**config.mk**
```make
export PLATFORM = sky130hd
export DESIGN_NAME = wfg_drive_spi_core
export DESIGN_NICKNAME = d
export VERILOG_FILES = /design/src/rtl/wfg_drive_spi_pkg.sv /design/src/rtl/wfg_drive_spi_core.sv
export SDC_FILE = /design/constraint.sdc
export NUM_CORES = 1
export LEC_CHECK = 0
export BUFFER_PORTS_ARGS = -buffer_cell sky130_fd_sc_hd__buf_2
export CAP_MARGIN = 20
export CORE_AREA = 3 3 73 102
export DETAILED_ROUTE_END_ITERATION = 12
export DIE_AREA = 0 0 76 105
export PLACE_DENSITY = 0.75
export REMOVE_ABC_BUFFERS = 1
export SETUP_SLACK_MARGIN = 0.2
export SLEW_MARGIN = 25
export SYNTH_ARGS = -nofsm -noshare
export SYNTH_HDL_FRONTEND = slang
export SYNTH_SLANG_ARGS = --single-unit
export TNS_END_PERCENT = 10
```
**constraint.sdc**
```tcl
create_clock -name clk -period 2.1 [get_ports clk]
set_input_delay 0.21 -clock clk [delete_from_list [all_inputs] [get_ports clk]]
set_output_delay 0.21 -clock clk [all_outputs]
set_load 0.02 [all_outputs]
```
**src/rtl/wfg_drive_spi_pkg.sv**
```systemverilog
// Shared types for the SPI output driver: FSM states and frame-size encodings.
// No logic; latency and backpressure are defined by the core that imports it.
package wfg_drive_spi_pkg;

   typedef enum logic [1:0] {
      IDLE  = 2'd0,
      SHIFT = 2'd1,
      HOLD  = 2'd2
   } spi_state_t;

   localparam logic [1:0] DSZ_8  = 2'd0;
   localparam logic [1:0] DSZ_16 = 2'd1;
   localparam logic [1:0] DSZ_24 = 2'd2;
   localparam logic [1:0] DSZ_32 = 2'd3;

   function automatic logic [6:0] dsz_to_bits(input logic [1:0] dsz);
      case (dsz)
         DSZ_8:   return 7'd8;
         DSZ_16:  return 7'd16;
         DSZ_24:  return 7'd24;
         DSZ_32:  return 7'd32;
         default: return 7'd32;
      endcase
   endfunction

endpackage

```
**src/rtl/wfg_drive_spi_core.sv**
```systemverilog
// SPI master (CPHA=0) serialising one stimulus sample per core sync; outputs registered, 1 clk after sync/tick.
// Ready is combinational and only in IDLE on an enabled sync; missing or early samples raise underrun/overrun.
module wfg_drive_spi_core
   import wfg_drive_spi_pkg::*;
#(
   parameter int unsigned DATAW = 32
) (
   input  logic             clk,
   input  logic             rst_n,
   input  logic             en_i,
   input  logic             cfg_cpol_i,
   input  logic             cfg_lsbfirst_i,
   input  logic [1:0]       cfg_dsz_i,
   input  logic             wfg_pat_sync_i,
   input  logic             wfg_pat_subcycle_i,
   input  logic             wfg_stim_valid_i,
   input  logic [DATAW-1:0] wfg_stim_data_i,
   output logic             wfg_stim_ready_o,
   output logic             spi_sclk_o,
   output logic             spi_cs_n_o,
   output logic             spi_sdo_o,
   output logic             busy_o,
   output logic             underrun_o,
   output logic             overrun_o
);

   spi_state_t       state, state_nxt;
   logic [DATAW-1:0] shreg;
   logic [DATAW-1:0] aligned;
   logic [6:0]       edge_cnt, edge_nxt;
   logic [6:0]       nbits, nbits_load, two_n;
   logic             cpol_q, lsb_q;
   logic             load;

   always_comb begin
      nbits_load       = dsz_to_bits(cfg_dsz_i);
      // MSB-first frames are left-aligned so the outgoing bit is always the top bit
      aligned          = wfg_stim_data_i << (7'(DATAW) - nbits_load);
      edge_nxt         = edge_cnt + 7'd1;
      two_n            = {nbits[5:0], 1'b0};
      load             = (state == IDLE) & en_i & wfg_pat_sync_i & wfg_stim_valid_i;
      wfg_stim_ready_o = load;
      state_nxt        = state;
      if (!en_i) begin
         state_nxt = IDLE;
      end else begin
         case (state)
            IDLE:    if (load) state_nxt = SHIFT;
            SHIFT:   if (wfg_pat_subcycle_i && edge_nxt == two_n) state_nxt = HOLD;
            HOLD:    if (wfg_pat_subcycle_i) state_nxt = IDLE;
            default: state_nxt = IDLE;
         endcase
      end
   end

   assign busy_o = (state != IDLE);

   always_ff @(posedge clk or negedge rst_n) begin
      if (!rst_n) begin
         state      <= IDLE;
         shreg      <= '0;
         edge_cnt   <= '0;
         nbits      <= '0;
         cpol_q     <= 1'b0;
         lsb_q      <= 1'b0;
         spi_sclk_o <= 1'b0;
         spi_cs_n_o <= 1'b1;
         spi_sdo_o  <= 1'b0;
         underrun_o <= 1'b0;
         overrun_o  <= 1'b0;
      end else begin
         state      <= state_nxt;
         underrun_o <= (state == IDLE) & en_i & wfg_pat_sync_i & ~wfg_stim_valid_i;
         overrun_o  <= (state != IDLE) & en_i & wfg_pat_sync_i;
         if (!en_i) begin
            spi_cs_n_o <= 1'b1;
            spi_sdo_o  <= 1'b0;
            edge_cnt   <= '0;
            spi_sclk_o <= (state == IDLE) ? cfg_cpol_i : cpol_q;
         end else begin
            case (state)
               IDLE: begin
                  spi_sclk_o <= cfg_cpol_i;
                  spi_cs_n_o <= 1'b1;
                  spi_sdo_o  <= 1'b0;
                  if (load) begin
                     cpol_q     <= cfg_cpol_i;
                     lsb_q      <= cfg_lsbfirst_i;
                     nbits      <= nbits_load;
                     edge_cnt   <= '0;
                     spi_cs_n_o <= 1'b0;
                     if (cfg_lsbfirst_i) begin
                        shreg     <= wfg_stim_data_i;
                        spi_sdo_o <= wfg_stim_data_i[0];
                     end else begin
                        shreg     <= aligned;
                        spi_sdo_o <= aligned[DATAW-1];
                     end
                  end
               end
               SHIFT: begin
                  if (wfg_pat_subcycle_i) begin
                     spi_sclk_o <= ~spi_sclk_o;
                     edge_cnt   <= edge_nxt;
                     // trailing edges move to the next bit, except the last one
                     if (!edge_nxt[0] && edge_nxt != two_n) begin
                        if (lsb_q) begin
                           shreg     <= shreg >> 1;
                           spi_sdo_o <= shreg[1];
                        end else begin
                           shreg     <= shreg << 1;
                           spi_sdo_o <= shreg[DATAW-2];
                        end
                     end
                  end
               end
               HOLD: begin
                  if (wfg_pat_subcycle_i) begin
                     spi_cs_n_o <= 1'b1;
                     spi_sdo_o  <= 1'b0;
                  end
               end
               default: begin
                  spi_cs_n_o <= 1'b1;
                  spi_sdo_o  <= 1'b0;
               end
            endcase
         end
      end
   end

endmodule

```
# Word level (Yosys, flattened, before mapping)
# Cells that the tools add are included.
[op_classes]
add_sub_neg = 2
eq_ne = 17
shifts = 1
n_mux = 32
bitwise_logic = 8
reduce_logical = 14
[ops]
columns = ["cell", "count"]
rows = [
  ["32-bit two-way mux", 5],
  ["32-bit one-hot mux with 2 select lines", 1],
  ["32-bit by 7-bit left shift with 32-bit output", 1],
  ["7-bit one-hot mux with 4 select lines", 1],
  ["7-bit two-way mux", 3],
  ["3-bit != test, second input constant", 5],
  ["7-bit one-hot mux with 2 select lines", 1],
  ["1-bit two-way mux", 13],
  ["3-bit AND reduction", 4],
  ["2-bit two-way mux", 4],
  ["2-bit != test, second input constant", 4],
  ["7-bit by 1-bit adder with 7-bit output, second input constant", 1],
  ["7-bit equality test", 1],
  ["7-bit != test", 1],
  ["6-bit by 7-bit subtractor with 7-bit output, first input constant", 1],
  ["1-bit bitwise AND", 6],
  ["2-bit equality test, second input constant", 3],
  ["1-bit one-hot mux with 3 select lines", 2],
  ["2-bit one-hot mux with 3 select lines", 1],
  ["5-bit AND reduction", 1],
  ["2-bit by 1-bit equality test with 1-bit output, second input constant", 2],
  ["2-bit zero test", 2],
  ["2-bit AND reduction", 2],
  ["2-bit nonzero test", 2],
  ["other kinds (5)", 7],
]
[totals]
register_bits = 54
input_bits = 42
output_inout_bits = 7
word_cells = 85

# Logic depth before layout (Yosys ltp)
[depth]
depth_word = 8
depth_mapped = 10
depth_no_buf = 8

# Worst setup path after synthesis
# No wires, ideal clock.
[synth_path]
kind = "input -> register"
start = "in cfg_dsz_i[0]"
end = "reg shreg[19]"
setup_ns = 0.095
arrival_time_ns = 2.429
t_required_ns = 2.005
setup_slack_ns = -0.424
cell_stages = 9
path_buffers = 2
path_cell_list = "clkbuf_1 -> clkinv_1 -> ha_1 -> xnor2_1 -> buf_2 -> nand3_1 -> a21oi_1 -> a211oi_1 -> o31ai_1"
[synth_via]
elab_chain_cells = 7
word_cells_on_any_way = 10
classes_between = "add/sub (1); eq/ne (3); shift (1); mux (4); reduce/logical (1)"
[synth_lines]
columns = ["item", "line_no", "source"]
rows = [
  ["from (decl)", "wfg_drive_spi_core.sv:13", "input logic [1:0] cfg_dsz_i,"],
  ["2-bit equality test (tied with other cells)", "wfg_drive_spi_pkg.sv:17", "case (dsz)"],
  ["7-bit one-hot mux with 4 select lines *", "wfg_drive_spi_pkg.sv:17", ""],
  ["net nbits_load[4]", "wfg_drive_spi_core.sv:31", "logic [6:0] nbits, nbits_load, two_n;"],
  ["6-bit by 7-bit subtractor with 7-bit output *", "wfg_drive_spi_core.sv:38", "aligned = wfg_stim_data_i << (7'(DATAW) - nbits_load);"],
  ["32-bit by 7-bit left shift with 32-bit output *", "wfg_drive_spi_core.sv:38", ""],
  ["32-bit two-way mux *", "wfg_drive_spi_core.sv:92", "if (cfg_lsbfirst_i) begin"],
  ["32-bit two-way mux *", "wfg_drive_spi_core.sv:86", "if (load) begin"],
  ["32-bit one-hot mux with 2 select lines *", "wfg_drive_spi_core.sv:81", "case (state)"],
  ["to (signal assigned)", "wfg_drive_spi_core.sv:93", "shreg <= wfg_stim_data_i;"],
  ["to (signal assigned)", "wfg_drive_spi_core.sv:96", "shreg <= aligned;"],
  ["to (signal assigned)", "wfg_drive_spi_core.sv:108", "shreg <= shreg >> 1;"],
  ["to (decl)", "wfg_drive_spi_core.sv:28", "logic [DATAW-1:0] shreg;"],
]
# Mark *: on every way through the listed nets, which the timed path passes. The rest lies on a longest branch. The select of a mux whose other input is x is not followed.
# A chain may end at the register's enable or synchronous reset.

# Worst setup path after layout
[layout_path]
start = "reg edge_cnt[0]"
end = "reg shreg[4]"
[layout_via]
elab_chain_cells = 5
word_cells_on_any_way = 6
classes_between = "add/sub (1); eq/ne (2); reduce/logical (3)"
[layout_lines]
columns = ["item", "line_no", "source"]
rows = [
  ["from (decl)", "wfg_drive_spi_core.sv:30", "logic [6:0] edge_cnt, edge_nxt;"],
  ["from (signal assigned)", "wfg_drive_spi_core.sv:104", "edge_cnt <= edge_nxt;"],
  ["7-bit by 1-bit adder with 7-bit output *", "wfg_drive_spi_core.sv:39", "edge_nxt = edge_cnt + 7'd1;"],
  ["7-bit != test / 1-bit zero test (equally long branches)", "wfg_drive_spi_core.sv:106", "if (!edge_nxt[0] && edge_nxt != two_n) begin"],
  ["1-bit logical AND *", "wfg_drive_spi_core.sv:106", ""],
  ["2-bit != test (no line) *", "n/a", ""],
  ["5-bit AND reduction (no line) *", "n/a", ""],
  ["to (signal assigned)", "wfg_drive_spi_core.sv:96", ""],
  ["to (signal assigned)", "wfg_drive_spi_core.sv:108", ""],
  ["to (signal assigned)", "wfg_drive_spi_core.sv:111", "shreg <= shreg << 1;"],
]
# Every way passes the cells marked *; elsewhere a longest branch is shown, timed or not.

==> impl_results.md <==
- Status: finished with violations
- Violated checks: negative setup slack
- CTS Buf Count: 5
- Async set-reset flop share out of synthesis: 1.00
- Power, Total: 3.16 mW
- Critical Path RT: 2.35 ns
- Htree depth: 2
- IO Count: 49
- Critical Path Slowest Stage Cell: dfrtp_1
- Port Buffer Count: 48
- Pin count of the biggest net entering global routing: 41
- Logic pwr share: 0.373
- CP startpoint kind: flop
- Power density cells: 685 nW/um2
- Antenna diode count: 0
- Layout fillers: 512
- Die height: 105 um
- Top area cells in the synthesized netlist: dfrtp_1 (37%), mux2i_1 (9.4%), nand2_1 (6.4%)
- TritonRoute pass-1 iters: 7
- # DRC: 0
- Die Wd: 76 um
- Post-layout min period: 2.11 ns
- Yosys top cell by area: dfrtp_1
- Final setup vio count: 1
- Clock Latency Late Sink: 0.33 ns
- Core area: 6610 um2
- Sequential share of the synthesized area: 0.373
- Fmax: 475 MHz
- CP max stage delay: 0.39 ns
- Net Sw Frac: 0.379
- WL/cell: 19.4 um
- Int Pwr: 1.96 mW
- Post-synth EDFFs: 0
- Unique masters post-synth: 48
- Number of nets in the layout: 525
- Syn_area_per_cell: 8.47 um2
- #FFs+latches synth: 51
- Via count: 3,615
- Clock transition at path regs: 0.10 ns
- Kind of critical path: reg -> reg
- TritonCTS sink count: 51
- Synthesis-to-layout area growth: 34.7%
- Max cap viols: 0
- Worst-path fanout max: 8
- First-pass GRT wire length: 17,500 um
- Crit. End Element: flop
- GPL Wtd Cong: 0.904
- GR Util All Layers: 0.270
- Max-slew headroom: 0.600
- CTS tree: yes
- 1st-iter DRT viols: 361
- Root buf cell: clkbuf_8
- Fraction of power consumed by the clock network: 0.195
- Yosys top cell area share: 0.366
- Slew Viols, Final: 0
- Crit-path cells: ha_2 > and3_4 > and4_4 > o21ai_4 > o31ai_4 > buf_6 > buf_12 > buf_16 > nand2_2 > o21ai_1
- Fin Clk Skew: 0.0256 ns
- Routed via count divided by cell count: 6.32
- Most used flip-flop cell after synthesis: dfrtp_1
- Gr ovfl total: 0
- YS warnings: 0
- Netlist Area Pre-Place: 3420 um2
- Leak pwr: 2.07 nW
- Routed Antenna Nets: 0
- Final wirelength: 11,100 um
- Net switching power: 1.20 mW
- Vias in the first global route: 3,516
- Share of cells above drive strength 1: 0.329
- Worst Tran Pin Value: 0.600 ns
- # rows: 35
- Reg power frac: 0.432
- Worst setup margin: -0.00578 ns
- Worst EP arrival: 2.35 ns
- Total Neg Setup Slack: -0.00578 ns
- Die ar.: 7980 um2
- Post-detail-place hpwl: 6670 um
- Syn Inst Count: 404
- RSZ-0062 raised after global routing: true
- Share of the clock period used by the worst path: 1.00
- Type of the worst min-delay path: in -> reg
- Worst-case vdd ir drop: 0.334 mV
- Final hold violation count: 0
- CTS Buffer Depth: 2
- Initial antenna violation count: 0
- Starting Density: 0.518
cell usage after synthesis (3+ instances only):
cell type and instances:
dfrtp_1 50, ha_1 4, buf_1 4, o22ai_1 9
inv_1 4, nand2b_1 5, o31ai_1 12, nand2_1 58
clkbuf_1 17, mux2i_1 32, a221oi_1 10, a21o_1 12
nand4_1 3, o21ai_1 3, nor2_1 16, a21oi_1 20
a31oi_1 11, nand3_1 29, buf_2 9, nor2b_1 11
a211oi_1 22, o21ai_0 31, xor2_1 3
per-layer routing:
metal / global-route usage / wire length (um)
met1: 0.315 / 4100
met2: 0.499 / 5880
met3: 0.0345 / 620
met4: 0.104 / 485
met5: 0 / 0
logic make-up after synthesis:
group | share of synthesized area
muxes | 0.0936
AOI/OAI and AO/OA | 0.270
adders and majority gates | 0.0146
and+or+nand+nor | 0.186
xor gates and xnor gates | 0.0176
buffers and inverters | 0.0450
DFF | 0.373
area by class of cell:
type	instances	area [um2]	share of cell area
Timing Repair Buffer	99	858	0.186
Multi-Input combinational cell	316	2240	0.486
Clock buffer	5	68.8	0.0149
Clock inverter	3	23.8	0.00516
Tap cell	92	115	0.0250
Sequential cell	51	1280	0.278
Inverter	6	22.5	0.00488
sequential cells by signal (all words and copies together), names as in the netlist:
name,count
state,2
spi_sdo_o,1
shreg,32
nbits,3
cpol_q,1
edge_cnt,7
spi_cs_n_o,1
spi_sclk_o,1
lsb_q,1
overrun_o,1
underrun_o,1
power by group through the flow:
stage	combinational [mW]	sequential, mW	clock (mW)
after global placement	0.913	1.34	0
after floorplan	0.598	1.35	0
after global routing	1.27	1.39	0.665
final	1.18	1.36	0.616
after CTS	1.06	1.33	0.618
after detailed placement	0.934	1.35	0
stage by stage:
step	utilization	setup slack (ns)	hold WS, ns	instances	instance area [um2]
2_1_floorplan	-	-1.49	-0.0856	373	3290
3_3_place_gp	0.583	-0.0301	0.243	537	3850
3_5_place_dp	0.583	-0.0649	0.248	537	3850
4_1_cts	0.662	0.139	0.0684	567	4380
5_1_grt	0.697	-0.0517	0.0541	572	4610
6_report	0.697	-0.00578	0.0726	572	4610
worst paths after layout:
kind                             startpoint         end  slack (ns)  cells after the start
setup reg to reg                edge_cnt[0]    shreg[4]      -0.006                     10
setup / recovery                edge_cnt[0]    shreg[4]      -0.006                     10
min in group asynchronous             rst_n    shreg[4]        0.43                      2
hold reg to reg                      cpol_q      cpol_q        0.48                      2
hold / removal             wfg_stim_valid_i  underrun_o        0.07                      2
max in group asynchronous             rst_n   shreg[26]        1.02                      3
critical path, delay by kind of cell (launching register included):
family          cells  cell delay (ns)
buf+inv             3             0.44
simple gates        3             0.53
fa+ha+maj           1             0.19
flops               1             0.39
compound gates      3             0.47
layout by cell type (no fill, tap or decap), drive strengths merged, types with 3 or more instances in the layout:
master,netlist,layout
buf,14,96
nand2,58,58
dfrtp,50,50
o21ai,35,35
mux2i,32,32
nand3,29,29
a211oi,22,22
a21oi,21,21
nor2,17,17
o31ai,13,13
a21o,12,12
nor2b,11,11
a31oi,11,11
a221oi,10,10
o22ai,9,9
clkbuf,17,7
nand2b,5,5
inv,4,5
nand4,4,4
ha,4,4
xor2,3,3
xnor2,3,3
nor3,3,3
timing repair:
item,4_1_cts,5_1_grt
cloned,5,2
hold buffers,1,0
pin swaps,12,21
setup buffers,16,3
setup endpoints to repair,36,41
hold endpoints to repair,23,0
resized for setup,37,52
(Power assumes the default switching activity.)
